==> src/rtl/mushroom_spawner_if.sv <==
// Bundle of block, Mario and mushroom sprite signals for the question-block item source.
// The master drives block/Mario inputs; the slave (spawner) drives sprite outputs.
interface mushroom_spawner_if;
  logic [9:0] block_x;
  logic [9:0] block_y;
  logic       head_bump;
  logic [9:0] mario_x;
  logic [9:0] mario_y;
  logic [9:0] mushroom_x;
  logic [9:0] mushroom_y;
  logic       mushroom_visible;
  logic       mushroom_behind;
  logic       block_empty;
  logic [2:0] bump_offset;
  logic       collision;

  modport master (
    output block_x, block_y, head_bump, mario_x, mario_y,
    input  mushroom_x, mushroom_y, mushroom_visible, mushroom_behind,
           block_empty, bump_offset, collision
  );

  modport slave (
    input  block_x, block_y, head_bump, mario_x, mario_y,
    output mushroom_x, mushroom_y, mushroom_visible, mushroom_behind,
           block_empty, bump_offset, collision
  );
endinterface

==> src/rtl/mushroom_spawner.sv <==
// Question-block mushroom: bumps the block, raises the mushroom out of it, walks it
// between screen bounds and pulses collision when Mario collects it. One step per frame.
module mushroom_spawner #(
  parameter int SIZE        = 16,
  parameter int BUMP_FRAMES = 8,
  parameter int RISE_FRAMES = 16,
  parameter int SPEED       = 1,
  parameter int LEFT_BOUND  = 0,
  parameter int RIGHT_BOUND = 639,
  parameter int MARIO_W     = 16,
  parameter int MARIO_H     = 16
) (
  input  logic               Clk,
  input  logic               Reset,
  mushroom_spawner_if.slave  bus
);

  localparam logic [2:0] IDLE = 3'd0;
  localparam logic [2:0] BUMP = 3'd1;
  localparam logic [2:0] RISE = 3'd2;
  localparam logic [2:0] WALK = 3'd3;
  localparam logic [2:0] GONE = 3'd4;

  localparam logic [7:0]  BUMP_LAST   = 8'(BUMP_FRAMES - 1);
  localparam logic [7:0]  RISE_LAST   = 8'(RISE_FRAMES - 1);
  localparam logic [10:0] RIGHT_CLAMP = 11'(RIGHT_BOUND - SIZE + 1);

  logic [2:0] state;
  logic [7:0] cnt;
  logic [9:0] bx;
  logic [9:0] by;
  logic       dir_left;

  // Block rises for the first half of the bump and falls back for the second half.
  function automatic logic [2:0] bump_off(input logic [7:0] c);
    int ci;
    ci = int'(c);
    if (ci < BUMP_FRAMES / 2) return 3'(ci + 1);
    else                      return 3'(BUMP_FRAMES - ci);
  endfunction

  // 11-bit box compare so edge sums near 1023 cannot wrap.
  logic [10:0] mx, my, px, py;
  logic [10:0] x_right, x_right_edge;
  logic        overlap;
  logic        right_over;
  logic        left_under;

  always_comb begin
    mx           = {1'b0, bus.mushroom_x};
    my           = {1'b0, bus.mushroom_y};
    px           = {1'b0, bus.mario_x};
    py           = {1'b0, bus.mario_y};
    overlap      = (mx < px + 11'(MARIO_W)) && (px < mx + 11'(SIZE)) &&
                   (my < py + 11'(MARIO_H)) && (py < my + 11'(SIZE));
    x_right      = mx + 11'(SPEED);
    x_right_edge = x_right + 11'(SIZE - 1);
    right_over   = x_right_edge > 11'(RIGHT_BOUND);
    left_under   = mx < 11'(LEFT_BOUND + SPEED);
  end

  always_ff @(posedge Clk) begin
    if (Reset) begin
      state                <= IDLE;
      cnt                  <= '0;
      dir_left             <= 1'b0;
      bx                   <= '0;
      by                   <= '0;
      bus.mushroom_x       <= '0;
      bus.mushroom_y       <= '0;
      bus.mushroom_visible <= 1'b0;
      bus.mushroom_behind  <= 1'b0;
      bus.block_empty      <= 1'b0;
      bus.bump_offset      <= '0;
      bus.collision        <= 1'b0;
    end else begin
      case (state)
        IDLE: begin
          if (bus.head_bump) begin
            state           <= BUMP;
            bx              <= bus.block_x;
            by              <= bus.block_y;
            cnt             <= '0;
            bus.bump_offset <= bump_off(8'd0);
            bus.block_empty <= 1'b1;
          end
        end
        BUMP: begin
          if (cnt == BUMP_LAST) begin
            state                <= RISE;
            cnt                  <= '0;
            bus.bump_offset      <= '0;
            bus.mushroom_x       <= bx;
            bus.mushroom_y       <= by;
            bus.mushroom_visible <= 1'b1;
            bus.mushroom_behind  <= 1'b1;
          end else begin
            cnt             <= cnt + 8'd1;
            bus.bump_offset <= bump_off(cnt + 8'd1);
          end
        end
        RISE: begin
          bus.mushroom_y <= bus.mushroom_y - 10'd1;
          if (cnt == RISE_LAST) begin
            state               <= WALK;
            cnt                 <= '0;
            dir_left            <= 1'b0;
            bus.mushroom_behind <= 1'b0;
          end else begin
            cnt <= cnt + 8'd1;
          end
        end
        WALK: begin
          // Collection wins over movement: position freezes on the collect edge.
          if (overlap) begin
            state                <= GONE;
            bus.collision        <= 1'b1;
            bus.mushroom_visible <= 1'b0;
          end else if (!dir_left) begin
            if (right_over) begin
              bus.mushroom_x <= RIGHT_CLAMP[9:0];
              dir_left       <= 1'b1;
            end else begin
              bus.mushroom_x <= x_right[9:0];
            end
          end else begin
            if (left_under) begin
              bus.mushroom_x <= 10'(LEFT_BOUND);
              dir_left       <= 1'b0;
            end else begin
              bus.mushroom_x <= bus.mushroom_x - 10'(SPEED);
            end
          end
        end
        GONE: begin
          bus.collision <= 1'b0;
        end
        default: state <= IDLE;
      endcase
    end
  end

endmodule

==> src/flat_wrapper.sv <==
// flat-port wrapper written by rule: the top's interface ports become plain ports
module mushroom_spawner_flat 
#(
  parameter int SIZE        = 16,
  parameter int BUMP_FRAMES = 8,
  parameter int RISE_FRAMES = 16,
  parameter int SPEED       = 1,
  parameter int LEFT_BOUND  = 0,
  parameter int RIGHT_BOUND = 639,
  parameter int MARIO_W     = 16,
  parameter int MARIO_H     = 16
)
  (Clk, Reset, bus_block_x, bus_block_y, bus_head_bump, bus_mario_x, bus_mario_y, bus_mushroom_x, bus_mushroom_y, bus_mushroom_visible, bus_mushroom_behind, bus_block_empty, bus_bump_offset, bus_collision);
  mushroom_spawner_if bus_i ();
  input  logic Clk;
  input  logic Reset;
  input wire logic [$bits(bus_i.block_x)-1:0] bus_block_x;
  input wire logic [$bits(bus_i.block_y)-1:0] bus_block_y;
  input wire logic [$bits(bus_i.head_bump)-1:0] bus_head_bump;
  input wire logic [$bits(bus_i.mario_x)-1:0] bus_mario_x;
  input wire logic [$bits(bus_i.mario_y)-1:0] bus_mario_y;
  output wire logic [$bits(bus_i.mushroom_x)-1:0] bus_mushroom_x;
  output wire logic [$bits(bus_i.mushroom_y)-1:0] bus_mushroom_y;
  output wire logic [$bits(bus_i.mushroom_visible)-1:0] bus_mushroom_visible;
  output wire logic [$bits(bus_i.mushroom_behind)-1:0] bus_mushroom_behind;
  output wire logic [$bits(bus_i.block_empty)-1:0] bus_block_empty;
  output wire logic [$bits(bus_i.bump_offset)-1:0] bus_bump_offset;
  output wire logic [$bits(bus_i.collision)-1:0] bus_collision;
  assign bus_i.block_x = bus_block_x;
  assign bus_i.block_y = bus_block_y;
  assign bus_i.head_bump = bus_head_bump;
  assign bus_i.mario_x = bus_mario_x;
  assign bus_i.mario_y = bus_mario_y;
  assign bus_mushroom_x = bus_i.mushroom_x;
  assign bus_mushroom_y = bus_i.mushroom_y;
  assign bus_mushroom_visible = bus_i.mushroom_visible;
  assign bus_mushroom_behind = bus_i.mushroom_behind;
  assign bus_block_empty = bus_i.block_empty;
  assign bus_bump_offset = bus_i.bump_offset;
  assign bus_collision = bus_i.collision;
  mushroom_spawner #(.SIZE(SIZE), .BUMP_FRAMES(BUMP_FRAMES), .RISE_FRAMES(RISE_FRAMES), .SPEED(SPEED), .LEFT_BOUND(LEFT_BOUND), .RIGHT_BOUND(RIGHT_BOUND), .MARIO_W(MARIO_W), .MARIO_H(MARIO_H)) u_core (.Clk(Clk), .Reset(Reset), .bus(bus_i));
endmodule
==> config.mk <==
export PLATFORM = sky130hd
export DESIGN_NAME = mushroom_spawner_flat
export DESIGN_NICKNAME = d
export VERILOG_FILES = /design/src/rtl/mushroom_spawner_if.sv /design/src/rtl/mushroom_spawner.sv /design/src/flat_wrapper.sv
export SDC_FILE = /design/constraint.sdc
export NUM_CORES = 1
export LEC_CHECK = 0
export CORE_UTILIZATION = 35
export DETAILED_ROUTE_END_ITERATION = 8
export PLACE_DENSITY = 0.52
export SYNTH_ARGS = -nofsm -noshare
export SYNTH_HDL_FRONTEND = slang
export SYNTH_SLANG_ARGS = --single-unit
==> constraint.sdc <==
create_clock -name Clk -period 7.5 [get_ports Clk]
set_input_delay 1.5 -clock Clk [delete_from_list [all_inputs] [get_ports Clk]]
set_output_delay 1.5 -clock Clk [all_outputs]
set_load 0.02 [all_outputs]
### Word-level counts from Yosys, hierarchy flattened

Index checks and enable logic that the tools add are counted.

* register bits after elaboration: 59
* word-level logic and storage cells: 94
* input port bits: 43
* output and inout port bits: 27

* multiplexer cells: 32
* reduce and logical (&&, ||, !) cells: 20
* equality and inequality tests: 11
* add/subtract/negate cells: 11
* bitwise gates (word level): 1
* magnitude comparators: 7

Operator list (count)
* 10-bit 2-to-1 mux: 6
* 10-bit by 5-bit adder with 11-bit output, second input constant: 4
* 10-bit by 11-bit < comparator with 1-bit output: 4
* 10-bit one-hot mux with 2 select lines: 2
* 8-bit 2-to-1 mux: 3
* 8-bit one-hot mux with 3 select lines: 1
* 10-bit by 1-bit subtractor with 10-bit output, second input constant: 2
* 3-bit 2-to-1 mux: 6
* 3-bit one-hot mux with 5 select lines: 1
* 3-bit AND reduction: 4
* 10-bit by 1-bit adder with 11-bit output, second input constant: 1
* 11-bit by 4-bit adder with 11-bit output, second input constant: 1
* 11-bit by 10-bit > comparator with 1-bit output, second input constant: 1
* 10-bit by 1-bit < comparator with 1-bit output, second input constant: 1
* 2-bit AND reduction: 5
* 2-bit nonzero test: 5
* 8-bit by 1-bit adder with 8-bit output, second input constant: 1
* 8-bit by 3-bit == test with 1-bit output, second input constant: 1
* 8-bit by 4-bit == test with 1-bit output, second input constant: 1
* 8-bit by 3-bit < comparator with 1-bit output, second input constant: 1
* 1-bit 2-to-1 mux: 8
* 1-bit one-hot mux with 2 select lines: 4
* 3-bit by 2-bit == test with 1-bit output, second input constant: 2
* 2-bit by 1-bit inequality test with 1-bit output, second input constant: 3
* other kinds (11): 14

### Depth between registers and ports, before layout

* depth after elaboration: 7
* gate-level depth with buffers: 14
* mapped depth without buffers: 12

### Worst setup path after synthesis

Ideal clock, no wire load.

* kind: input -> register
* start point: input port bus_mario_y[4]
* end point: register u_core.bus.mushroom_x[5]
* stages on the path: 13
* path slack: 3.572 ns
* path buffers: 1
* setup time: 0.092 ns
* data required time: 7.408 ns
* arrival time: 3.836 ns
* cell sequence: ha_1 nand3_1 xor2_1 ha_1 nand2_1 nor2_1 a2111oi_0 a21oi_1 a2111oi_2 nand2b_1 buf_4 nand2_1 o32ai_1

* cells in the longest elaborated chain, start to end: 6

Ends and longest elaborated chain
* from (decl): RTL line flat_wrapper.sv:21 `input wire logic [$bits(bus_i.mario_y)-1:0] bus_mario_y;`
* 10-bit by 5-bit adder with 11-bit output: RTL line mushroom_spawner.sv:55 `(my < py + 11'(MARIO_H)) && (py < my + 11'(SIZE));`
* 10-bit by 11-bit < comparator with 1-bit output: RTL line mushroom_spawner.sv:55
* 1-bit logical AND: RTL line mushroom_spawner.sv:54 `overlap = (mx < px + 11'(MARIO_W)) && (px < mx + 11'(SIZE)) &&`
* 1-bit logical AND *: RTL line mushroom_spawner.sv:55
* 2-bit inequality test (no line) *
* 3-bit AND reduction (no line) *
* to (signal assigned): RTL line mushroom_spawner.sv:121 `bus.mushroom_x <= RIGHT_CLAMP[9:0];`
* to (signal assigned): RTL line mushroom_spawner.sv:124 `bus.mushroom_x <= x_right[9:0];`
* to (signal assigned): RTL line mushroom_spawner.sv:128 `bus.mushroom_x <= 10'(LEFT_BOUND);`
* to (decl): RTL line mushroom_spawner_if.sv:25 `output mushroom_x, mushroom_y, mushroom_visible, mushroom_behind,`

Every way passes the cells marked *; elsewhere a longest branch is shown, timed or not.
A chain may end at the register's enable or synchronous reset.

### Worst setup path in the final report

* start point: input port bus_mario_x[4]
* end point: register u_core.bus.mushroom_x[9]

* cells in the longest elaborated chain, start to end: 7

Ends and longest elaborated chain
* from (decl): RTL line flat_wrapper.sv:20 `input wire logic [$bits(bus_i.mario_x)-1:0] bus_mario_x;`
* 10-bit by 5-bit adder with 11-bit output: RTL line mushroom_spawner.sv:54
* 10-bit by 11-bit < comparator with 1-bit output: RTL line mushroom_spawner.sv:54
* 1-bit logical AND * (2 in series): RTL line mushroom_spawner.sv:54
* 1-bit logical AND *: RTL line mushroom_spawner.sv:55
* 2-bit inequality test (no line) *
* 3-bit AND reduction (no line) *

Marked as above.

==> results.txt <==
The flow ran to the end, and the final reports show no timing, DRC or antenna violations. The initial core utilization came out at 35.8%. The post-synthesis register bit count came out at 59. The share of the synthesized area in the top cell type came out at 25.0%. The synthesized net count came out at 713. The worst register-to-register path ends at u_core.bus.mushroom_x[9]. The filler cells instantiated in the layout total 1344.

The number of vias per cell came out at 5.42. The final clock skew is 0.00577 ns. The number of global-route vias before repair is 4388. The setup slack after placement came out at 2.26 ns. TritonCTS built the clock tree.

The number of antenna violations at the first check in global routing is 0. Of all nets on the critical path, the largest fanout is 13. The cell at the root of the clock tree is sky130_fd_sc_hd__clkbuf_16. The post-synthesis cell count came out at 623. The smallest setup slack after layout came out at 2.58 ns. The total congestion overflow after global routing is 0.

The quantity of I/O buffers inserted on ports came out at 69. Routability-driven placement finished with a final weighted congestion of 0.834. Max-cap violations in this run came to 0. The path with the worst hold slack has its endpoint at u_core.by[8]. The maximum buffer depth of the clock tree came out at 2. STA classifies the critical path endpoint as a flop. Summed over all instances, the cell type with the most area after synthesis is sky130_fd_sc_hd__dfxtp_1. The number of levels in the clock H-tree is 3. In this run, synthesis inferred 0 flip-flops with an integrated enable. The mean cell area of the mapped netlist came out at 7.58 µm². The number of buffers inserted to repair setup after CTS came out at 0. The number of distinct standard cells referenced by the synthesized netlist is 66.

The I/O pin count came out at 70. The critical path is of the in -> reg type. The number of buffers inserted during clock tree synthesis is 9. The headroom to the max-slew limit is 41.0%. In the final layout, the share of cells above drive strength 1 is 5.19%. STA puts the critical path data arrival time at 5.14 ns. The data required time of the worst path is 7.72 ns. In the routed design, unresolved DRC markers number 0. Setup violations remaining at the end of the flow were counted as 0. Counting flops with an async set or reset pin after synthesis yields a share of 0%. The clock slew at the register clock pins of the worst setup and hold paths came out at 0.05 ns. The worst-case IR drop observed on VDD is 0.000113 V. For the pin with the worst max-slew slack, the measured transition is 0.882 ns. The total inserted antenna cells came out at 0. The number of design-rule violations left by the first detailed-router iteration is 277. The largest net degree at the start of global routing is 59.

The total routing usage reported by global routing is 19.6%. After synthesis, the most frequently instantiated cells are sky130_fd_sc_hd__nand2_1, sky130_fd_sc_hd__a21oi_1, sky130_fd_sc_hd__nor2_1, sky130_fd_sc_hd__dfxtp_1, sky130_fd_sc_hd__ha_1. The number of detailed-routing iterations run before antenna repair came out at 4. The clock network latency to the later pin of the worst-skew pair is 0.32 ns. The total number of yosys warnings came out at 0.

The start point of the worst hold path is u_core.by[8]. The floorplan die width came out at 118 µm. The origin of the critical flop-to-flop path is u_core.bus.mushroom_x[4]. The count of cells resized by post-cts repair is 0.

After synthesis, the cell types taking the most area are sky130_fd_sc_hd__dfxtp_1, sky130_fd_sc_hd__ha_1, sky130_fd_sc_hd__a21oi_1. The leakage power total came out at 2.22 nW. The layout net count is 760. The final wirelength came out at 13.4 mm.

sky130_fd_sc_hd__nand2_1 is the most common cell in the netlist. The floorplan die area is 0.0140 mm². The proportion of synthesized chip area in sequential cells came out at 25.0%. The hold violation count in the final report came out at 0. The number of cells on the worst reg-to-reg path came out at 12.

The share of the clock period used by the worst path came out at 65.6%. The wire length per cell is 15.7 µm. The cell area after synthesis came out at 0.00472 mm². The total negative setup slack came out at 0 ns. The min-delay analysis places its worst path in the category reg -> reg. The total of hold buffers inserted after clock tree synthesis is 0. The power per standard cell area came out at 149 mW/mm². The wire length of the first global-routing pass came out at 22.2 mm. The sequential cell area is 0.00118 mm². The highest achievable clock rate is 203 MHz. Relative to the synthesized area, the layout overhead comes to 21.5%. The total clock sinks is 59.

The total area inside the core boundary comes to 0.0132 mm². The vias after detailed routing came out at 4612. Along the worst hold path, the cell count comes to 2. The floorplan step set the die height to 118 µm.

The antenna violation net count after detailed routing is 0. The most used flip-flop cell after synthesis is sky130_fd_sc_hd__dfxtp_1. The wire-length estimate of the detail-placed layout is 9.86 mm. The shortest clock period the worst path allows after layout came out at 4.92 ns. The number of standard-cell rows in the floorplan came out at 42. The final max-slew violation count is 0.

The internal reg-to-reg setup slack came out at 3.13 ns. The area of combinational cells with multiple inputs came out at 0.00321 mm². The worst setup path is launched from an input port. Setup repair after global routing left no endpoint under its margin.
metal layers:
| metal | vias to the layer above | wire, µm | global-route usage (%) |
|---|---|---|---|
| met5 | - | 0 | 0 |
| met4 | 0 | 179 | 6.49 |
| met3 | 14 | 480 | 2.62 |
| met2 | 96 | 6220 | 32.1 |
| met1 | 2166 | 6500 | 26.4 |
| li1 | 2336 | - | - |
how the worst max path moves through the flow:
stage,slack (ns),depth (start not counted),to,startpoint
after detailed placement,2.26,13,u_core.bus.mushroom_x[9],bus_mario_x[4]
after floorplan,3.57,13,u_core.bus.mushroom_x[5],bus_mario_y[4]
final,2.58,13,u_core.bus.mushroom_x[9],bus_mario_x[4]
after CTS,2.59,13,u_core.bus.mushroom_x[9],bus_mario_x[4]
after global placement,2.45,13,u_core.bus.mushroom_x[6],bus_mario_y[4]
after global routing,2.26,13,u_core.bus.mushroom_x[9],bus_mario_y[5]
cell families (layout without fill, tap and decap cells):
kind of cell	count (synthesis)	after routing	synth area share (%)
adders and majority gates	47	47	12.5
muxes	7	7	1.51
and+or+nand+nor	247	247	25.3
AOI/OAI and AO/OA	165	165	22.2
DFF	59	59	25.0
buffers and inverters	64	116	7.13
xor gates and xnor gates	34	34	6.31
final cells by class:
| class | count | area share, % |
|---|---|---|
| multi-input cells | 500 | 56.0 |
| well taps | 176 | 3.84 |
| clock buffers | 11 | 4.06 |
| inverters | 28 | 1.83 |
| clock inverters | 5 | 1.35 |
| flip-flops and latches | 59 | 20.6 |
| repair buffers | 72 | 12.4 |
per-stage QoR:
step / area, µm² / std cells / hold WS, ns / util (%) / power, mW
after global placement: 5420 / 835 / 0.446 / 41.1 / 0.431
after detailed placement: 5420 / 835 / 0.447 / 41.1 / 0.433
after floorplan: 4720 / 623 / 0.432 / - / 0.388
final: 5730 / 851 / 0.452 / 43.5 / 0.854
after global routing: 5730 / 851 / 0.465 / 43.5 / 0.895
after CTS: 5730 / 851 / 0.454 / 43.5 / 0.866
worst max-delay path, stage by stage:
cell                              delay (ns)
sky130_fd_sc_hd__clkdlybuf4s50_1        0.55
sky130_fd_sc_hd__ha_1                   0.23
sky130_fd_sc_hd__nand3_1                0.11
sky130_fd_sc_hd__xor2_1                 0.16
sky130_fd_sc_hd__ha_1                   0.31
sky130_fd_sc_hd__nand2_1                0.08
sky130_fd_sc_hd__nor2_1                 0.04
sky130_fd_sc_hd__a2111oi_0              0.41
sky130_fd_sc_hd__a21oi_1                0.14
sky130_fd_sc_hd__a2111oi_2              0.68
sky130_fd_sc_hd__nand2b_1               0.47
sky130_fd_sc_hd__a31oi_1                0.14
sky130_fd_sc_hd__a221oi_1               0.32
sequential cells by signal, summed over array words and instances (netlist names):
signal,count
u_core.cnt,8
u_core.dir_left,1
u_core.bus.collision,1
u_core.bus.bump_offset,3
u_core.state,3
u_core.bus.block_empty,1
u_core.bus.mushroom_behind,1
u_core.by,10
u_core.bus.mushroom_y,10
u_core.bus.mushroom_x,10
u_core.bx,10
u_core.bus.mushroom_visible,1
placed cells by master (no fill, tap or decap), drive strengths merged, types with 6 or more instances in the layout:
| cell | synthesis | routed |
|---|---|---|
| clkbuf | 24 | 11 |
| nand4 | 13 | 13 |
| clkdlybuf4s50 | 0 | 68 |
| nand3 | 29 | 29 |
| mux2i | 6 | 6 |
| xnor2 | 14 | 14 |
| o21ai | 26 | 26 |
| inv | 27 | 27 |
| a21oi | 75 | 75 |
| a2111oi | 7 | 7 |
| ha | 47 | 47 |
| a31oi | 11 | 11 |
| a211oi | 7 | 7 |
| nand2 | 78 | 78 |
| nor2 | 61 | 61 |
| a221oi | 7 | 7 |
| xor2 | 20 | 20 |
| and3 | 9 | 9 |
| nor3 | 13 | 13 |
| dfxtp | 59 | 59 |
report_power, final:
group	internal (mW)	total (mW)	switching, mW
Sequential	0.323	0.330	0.00685
Clock	0.289	0.427	0.138
Combinational	0.0460	0.0963	0.0504
Power figures use the tool's default switching activity.
